File: src/rtl/uart_cmd_parser.sv
// UART command engine: frames 5-byte commands, checks them, executes against a
// 16x8 register file, mirrors writes to the config bus and returns a 4-byte response.
module uart_cmd_parser #(
    parameter int DATA_W         = 8,
    parameter int TIMEOUT_CYCLES = 100000,
    parameter int NUM_REGS       = 16
) (
    input  logic              clk,
    input  logic              rstN,
    input  logic [DATA_W-1:0] rx_data,
    input  logic              rx_valid,
    input  logic              tx_ready,
    output logic [DATA_W-1:0] tx_wr_data,
    output logic              tx_wr,
    output logic              cfg_wr,
    output logic [3:0]        cfg_addr,
    output logic [DATA_W-1:0] cfg_wdata,
    output logic              busy,
    output logic [7:0]        err_cnt,
    output logic [7:0]        drop_cnt
);

    // state  | meaning
    // IDLE   | hunting for 0xA5 sync, other bytes ignored
    // CMD    | waiting for command byte
    // ADDR   | waiting for address byte
    // DATA   | waiting for data byte
    // CSUM   | waiting for checksum byte, frame verdict latched on accept
    // EXEC   | one cycle: register write / read, response formed
    // RESP   | issuing response bytes 0..3 under tx_ready
    typedef enum logic [2:0] {
        S_IDLE, S_CMD, S_ADDR, S_DATA, S_CSUM, S_EXEC, S_RESP
    } state_t;

    localparam int TO_W = $clog2(TIMEOUT_CYCLES);
    localparam logic [TO_W-1:0]   TO_LOAD  = TO_W'(TIMEOUT_CYCLES - 1);
    localparam logic [DATA_W-1:0] SYNC_RX  = DATA_W'(8'hA5);
    localparam logic [DATA_W-1:0] SYNC_TX  = DATA_W'(8'h5A);
    localparam logic [DATA_W-1:0] CMD_WR   = DATA_W'(8'h01);
    localparam logic [DATA_W-1:0] CMD_RD   = DATA_W'(8'h02);
    localparam logic [DATA_W-1:0] ST_OK    = DATA_W'(8'h00);
    localparam logic [DATA_W-1:0] ST_CSUM  = DATA_W'(8'hE1);
    localparam logic [DATA_W-1:0] ST_CMD   = DATA_W'(8'hE2);
    localparam logic [DATA_W-1:0] ST_ADDR  = DATA_W'(8'hE3);

    state_t            state_q, state_d;
    logic [DATA_W-1:0] cmd_q, addr_q, data_q;
    logic [DATA_W-1:0] status_q, rdata_q, status_eval, tx_byte;
    logic [1:0]        idx_q;
    logic [TO_W-1:0]   to_cnt_q;
    logic [DATA_W-1:0] regs [NUM_REGS];
    logic              in_frame, to_expire, err_inc, drop_inc;

    assign in_frame  = (state_q == S_CMD) || (state_q == S_ADDR) ||
                       (state_q == S_DATA) || (state_q == S_CSUM);
    assign to_expire = in_frame && !rx_valid && (to_cnt_q == '0);
    assign err_inc   = ((state_q == S_EXEC) && (status_q != ST_OK)) || to_expire;
    assign drop_inc  = rx_valid && ((state_q == S_EXEC) || (state_q == S_RESP));

    // Verdict uses the incoming checksum byte so cfg_wr can be registered into EXEC.
    always_comb begin
        status_eval = ST_OK;
        if ((cmd_q ^ addr_q ^ data_q) != rx_data)
            status_eval = ST_CSUM;
        else if ((cmd_q != CMD_WR) && (cmd_q != CMD_RD))
            status_eval = ST_CMD;
        else if (addr_q[DATA_W-1:4] != '0)
            status_eval = ST_ADDR;
    end

    always_comb begin
        state_d = state_q;
        case (state_q)
            S_IDLE: if (rx_valid && (rx_data == SYNC_RX)) state_d = S_CMD;
            S_CMD:  if (rx_valid) state_d = S_ADDR; else if (to_expire) state_d = S_IDLE;
            S_ADDR: if (rx_valid) state_d = S_DATA; else if (to_expire) state_d = S_IDLE;
            S_DATA: if (rx_valid) state_d = S_CSUM; else if (to_expire) state_d = S_IDLE;
            S_CSUM: if (rx_valid) state_d = S_EXEC; else if (to_expire) state_d = S_IDLE;
            S_EXEC: state_d = S_RESP;
            S_RESP: if (tx_ready && (idx_q == 2'd3)) state_d = S_IDLE;
            default: state_d = S_IDLE;
        endcase
    end

    always_comb begin
        tx_byte = SYNC_TX;
        case (idx_q)
            2'd0: tx_byte = SYNC_TX;
            2'd1: tx_byte = status_q;
            2'd2: tx_byte = rdata_q;
            2'd3: tx_byte = status_q ^ rdata_q;
            default: tx_byte = SYNC_TX;
        endcase
    end

    // Gating with rstN keeps the reset cycle itself free of a stray write strobe.
    assign tx_wr      = rstN && (state_q == S_RESP) && tx_ready;
    assign tx_wr_data = (state_q == S_RESP) ? tx_byte : '0;
    assign busy       = (state_q != S_IDLE);

    always_ff @(posedge clk) begin
        if (!rstN) state_q <= S_IDLE;
        else       state_q <= state_d;
    end

    always_ff @(posedge clk) begin
        if (!rstN) begin
            cmd_q     <= '0;
            addr_q    <= '0;
            data_q    <= '0;
            status_q  <= '0;
            rdata_q   <= '0;
            idx_q     <= '0;
            to_cnt_q  <= '0;
            cfg_wr    <= 1'b0;
            cfg_addr  <= '0;
            cfg_wdata <= '0;
            err_cnt   <= '0;
            drop_cnt  <= '0;
            for (int i = 0; i < NUM_REGS; i++) regs[i] <= '0;
        end else begin
            cfg_wr <= 1'b0;
            if (in_frame) begin
                if (rx_valid)             to_cnt_q <= TO_LOAD;
                else if (to_cnt_q != '0)  to_cnt_q <= to_cnt_q - TO_W'(1);
            end else if ((state_q == S_IDLE) && rx_valid && (rx_data == SYNC_RX)) begin
                to_cnt_q <= TO_LOAD;
            end
            case (state_q)
                S_CMD:  if (rx_valid) cmd_q  <= rx_data;
                S_ADDR: if (rx_valid) addr_q <= rx_data;
                S_DATA: if (rx_valid) data_q <= rx_data;
                S_CSUM: if (rx_valid) begin
                    status_q <= status_eval;
                    if ((status_eval == ST_OK) && (cmd_q == CMD_WR)) begin
                        cfg_wr    <= 1'b1;
                        cfg_addr  <= addr_q[3:0];
                        cfg_wdata <= data_q;
                    end
                end
                S_EXEC: begin
                    idx_q <= 2'd0;
                    if (status_q != ST_OK) begin
                        rdata_q <= '0;
                    end else if (cmd_q == CMD_WR) begin
                        regs[addr_q[3:0]] <= data_q;
                        rdata_q           <= data_q;
                    end else begin
                        rdata_q <= regs[addr_q[3:0]];
                    end
                end
                S_RESP: if (tx_ready) idx_q <= idx_q + 2'd1;
                default: ;
            endcase
            if (err_inc && (err_cnt != 8'hFF))   err_cnt  <= err_cnt + 8'd1;
            if (drop_inc && (drop_cnt != 8'hFF)) drop_cnt <= drop_cnt + 8'd1;
        end
    end

endmodule

File: config.mk
export PLATFORM = sky130hd
export DESIGN_NAME = uart_cmd_parser
export DESIGN_NICKNAME = d
export VERILOG_FILES = /design/src/rtl/uart_cmd_parser.sv
export SDC_FILE = /design/constraint.sdc
export NUM_CORES = 1
export LEC_CHECK = 0
export ABC_CLOCK_PERIOD_IN_PS = 7400
export BUFFER_PORTS_ARGS = -buffer_cell sky130_fd_sc_hd__buf_2
export CORE_ASPECT_RATIO = 0.8
export CORE_MARGIN = 2
export CORE_UTILIZATION = 60
export DETAILED_ROUTE_END_ITERATION = 8
export PLACE_DENSITY = 0.78
export SKIP_CTS_REPAIR_TIMING = 1
export SYNTH_ARGS = -nofsm -noshare
export SYNTH_HDL_FRONTEND = slang
export SYNTH_SLANG_ARGS = --single-unit
File: constraint.sdc
create_clock -name clk -period 7.4 [get_ports clk]
set_input_delay 1.11 -clock clk [delete_from_list [all_inputs] [get_ports clk]]
set_output_delay 1.11 -clock clk [all_outputs]
set_load 0.1 [all_outputs]
### Word level (Yosys, flattened, before mapping)

Memories as Yosys holds them, arrays and structs flattened. A register that Yosys moved wholly into a read port is not among the register bits.
Cells that the tools add are included.

* reductions and logical operators: 40
* eq/ne operators: 20
* bitwise operators: 3
* muxes and demuxes: 33
* $add $sub $neg: 4

Operators by type and width (count)
* $mux W17: 4
* $mux W8: 7
* $pmux W8 S4: 1
* $xor A8 B8 Y8: 3
* $mux W3: 7
* $pmux W3 S7: 1
* $logic_not A17 Y1: 1
* $reduce_bool A17 Y1: 1
* $sub A17 B1 Y17 const B: 1
* $add A8 B1 Y8 const B: 2
* $ne A8 B8 Y1 const B: 2
* $logic_and A1 B1 Y1: 14
* $reduce_and A2 Y1: 7
* $mux W4: 3
* $eq A3 B3 Y1 const B: 3
* $eq A8 B1 Y1 const B: 1
* $eq A8 B8 Y1 const B: 1
* $logic_not A8 Y1: 1
* $mux W1: 8
* $ne A8 B1 Y1 const B: 1
* $ne A8 B2 Y1 const B: 1
* $ne A8 B8 Y1: 1
* $reduce_bool A8 Y1: 1
* $reduce_or A8 Y1: 1
* other kinds (18): 27

* memory bits (writable): 128
* output and inout bits: 39
* memories: 1
* word-level logic and storage cells: 114
* bits in registers: 91

Memory list
* regs: words 16, bits a word 8, rd ports 1, clocked after Yosys merged registers in 1, wr ports 16, line 51 `logic [DATA_W-1:0] regs [NUM_REGS];`

### Logic depth before layout (Yosys ltp)

* word-level depth: 9
* gate-level depth with buffers: 8
* mapped depth without buffers: 7

### Worst setup path before layout

Ideal clock, no wire load.

* path kind: input to output
* start: in rstN
* end: out tx_wr
* arrival: 2831 ps
* data required time: 6290 ps
* path slack: 3459 ps
* stages: 4
* buffers on the path: 2
* cells stage by stage: inv_1 > clkbuf_1 > clkbuf_1 > nor2_1

* longest elaborated chain between the ends: 2

RTL lines
* start, declared: line 9 `input logic rstN,`
* $logic_and A1 B1 Y1 (2 in a row): line 97 `assign tx_wr = rstN && (state_q == S_RESP) && tx_ready;`
* end, declared: line 14 `output logic tx_wr,`

No other way between the ends.

### Worst setup path in the final report

Ends and elaborated chain as after synthesis.

==> results.md <==
* Critical path launch point: rstN
* Worst setup SP type: input port
* Routed via count at between 7000 and 8000
* Antenna cells at 0
* TritonRoute pass-1 iters at 5
* FF-to-FF End: regs[12][3]
* Syn Inst Count at roughly 960
* GRT met3 Usage at 0.0685
* Via density at between 6 and 7
* Worst vdd ir at 202 uV
* Post-synth EDFFs at between 100 and 150
* Die height at 122 um
* Layer with the highest usage: met1
* Synth async-reset ratio at 0
* Crit share post-route at 0.555
* CTS H-Tree Depth at 1
* IO Pins at just over 50
* FF+latch count, synth at around 220
* Power Density at roughly 210 nW/um2
* Placer Congestion at about 0.9
* Data required, critical path at between 6000 and 7000 ps
* Die width at approximately 150 um
* Die area at between 15000 and 20000 um2
* Final max-slew violation count at 0
* IO Port Bufs at 50
* Met2 Usage GRT at 0.390
* TritonCTS Buffers at 22
* First-pass GRT wire length at ~38 mm
* CTS tree: yes
* Setup TNS at 0 ps
* Worst hold path class: reg2reg
* Clock Skew at ~23 ps
* Clk Latency, worst-skew pair at roughly 520 ps
* Fin worst setup slack at 3290 ps
* Global-route usage over all layers at 0.272
* Number of global-route vias before repair at ~6900
* Worst Max-Slew Pin Slew at ~1200 ps
* Synthesized cell area at 10400 um2
* FF-to-FF setup slack at slightly below 4000 ps
* Layout cells sized above 1 at 0.127
* Yosys warnings at 0
* Critical path arrival at ~3000 ps
* Peak Freq at around 240 MHz
* CP Class: in2out
* Row count at 43
* Initial Utilization at 0.608
* Total congestion overflow at 0
* Sequential area share after synthesis at 0.541
* Grt met1 use at 0.416
* Largest net degree at the start of global routing at 53
* Clock Pin Slew Worst Setup and Hold Paths at around 60 ps
* CTS max path bufs at 3
* Detail Route Antenna Nets at 0
* Fin. Hold Viols at 0
* Fin util at 0.668
* Core Footprint at between 15000 and 20000 um2
* DR iter-0 viols at 735
* Distinct cell type count of the synthesized netlist at 64
* WL per Instance at ~20 um
* Reg2Reg Launch Point: cmd_q[3]
* Final setup fails at 0
* RSZ-0062 raised after global routing: no
* Worst Hold Launch: cfg_wdata[4]
* Post-place setup slack at roughly 3300 ps
* Mapped Nets at slightly below 1000
* Routed WL at approximately 24 mm
* Clk root buf: clkbuf_16
* Clk sinks at roughly 220
* Syn avg cell area at roughly 11 um2
* Worst hold path depth at 2
* DRC violations left at 0
* Leakage at between 3 and 4 nW
* Slew headroom at 0.194
* Area grow syn2layout at 9.78%
* Initial antenna violation count at 0
* R2R cell count at 5
* Ys flop type: edfxtp_1
* Detailed Place HPWL at 16.3 mm
* Worst-path maximum fanout at 52
* Final layout net count at roughly 1000
* Status: complete, no violations
* Critical path endpoint category: output port
* Fin crit period at roughly 4100 ps
* WHS Endpoint: cfg_wdata[4]
* Max-Cap Viols at 0
[critical path, stage by stage]
cell      delay (ps)
buf_2             70
buf_4            420
clkinv_1         330
buf_4            390
nor2_1           170
buf_2            440
[sequential cells by signal, summed over array words and instances, names as in the netlist, 4 cells and up, named ones only]
name / cells
addr_q: 8
cfg_addr: 4
cfg_wdata: 8
cmd_q: 8
data_q: 8
drop_cnt: 8
err_cnt: 8
rdata_q: 8
regs: 128
to_cnt_q: 17
[layout make-up]
cell class | instances | area (um2)
fillers | 1295 | 5700
clock buffers | 28 | 583
repair buffers | 55 | 288
clock inverters | 11 | 86.3
inverters | 15 | 56.3
multi-input cells | 666 | 4520
flip-flops and latches | 218 | 5650
well taps | 225 | 282
[synthesized netlist by cell type (all sizes together) (3+ instances only)]
cell type  number  area (um2)
nor2           53         199
dfxtp          90        1800
or4            15         119
nand4           5        31.3
o211ai          3        27.5
nand3          19        95.1
buf             7        35.0
or2             4        25.0
and2          130         813
nor3           16        85.1
a32oi           5        43.8
ha              8         100
nand2b          9        56.3
o41ai           5        43.8
edfxtp        128        3840
nand2          86         323
o21a            3        22.5
clkbuf         51         193
o21ai          42         210
xor2           12         105
a31oi           9        56.3
a21o            6        45.0
a22oi           9        67.6
nand4b          3        26.3
mux2            5        56.3
o31ai           9        67.6
nor4           10        75.1
xnor2          19         166
nor2b          10        62.6
or3            13        82.6
mux4           19         428
inv            15        56.3
mux2i          52         521
a211oi          3        22.5
a21oi          56         280
[metrics by stage]
step / instance area (um2) / hold WS (ps) / power, mW / std cells
after detailed placement: 10800 / 446 / 1.43 / 1179
after floorplan: 10400 / 419 / 1.40 / 957
after CTS: 11500 / 457 / 2.46 / 1218
final: 11500 / 456 / 2.45 / 1218
after global routing: 11500 / 472 / 2.53 / 1218
after global placement: 10800 / 442 / 1.43 / 1179
[layout by cell type (no fill, tap or decap), types with 22 or more instances in the layout]
cell type and count:
mux2i_1 52, o21ai_0 42, nor2_1 53, a21oi_1 56, clkbuf_16 22, dfxtp_1 89, nand2_1 86, and2_1 130
buf_2 50, edfxtp_1 128
[routing by layer]
| layer | up-vias | share of wire |
|---|---|---|
| met1 | 3579 | 0.45 |
| met3 | 42 | 0.097 |
| met5 | - | 0 |
| met2 | 316 | 0.43 |
| li1 | 3512 | - |
| met4 | 0 | 0.021 |
[power breakdown]
part           internal (mW)  total [mW]  switching (mW)
clock network          0.592        1.04           0.451
registers               1.32        1.33          0.0142
logic                 0.0240      0.0743          0.0504
[worst max-delay path by stage]
| stage | depth (start not counted) | slack, ps | endpoint |
|---|---|---|---|
| final | 6 | 3290 | tx_wr |
| after floorplan | 4 | 3460 | tx_wr |
| after CTS | 6 | 3330 | tx_wr |
| after global routing | 6 | 3180 | tx_wr |
| after detailed placement | 6 | 3330 | tx_wr |
| after global placement | 6 | 3340 | tx_wr |
[cells by family after synthesis]
family                     count (synthesis)  synth area share
AOI/OAI and AO/OA                        165            0.0985
xor gates and xnor gates                  31            0.0260
adders and majority gates                  9            0.0105
buffers and inverters                     73            0.0272
DFF                                      218             0.541
muxes                                     76            0.0963
and+or+nand+nor                          385             0.201
Power figures use the tool's default switching activity.
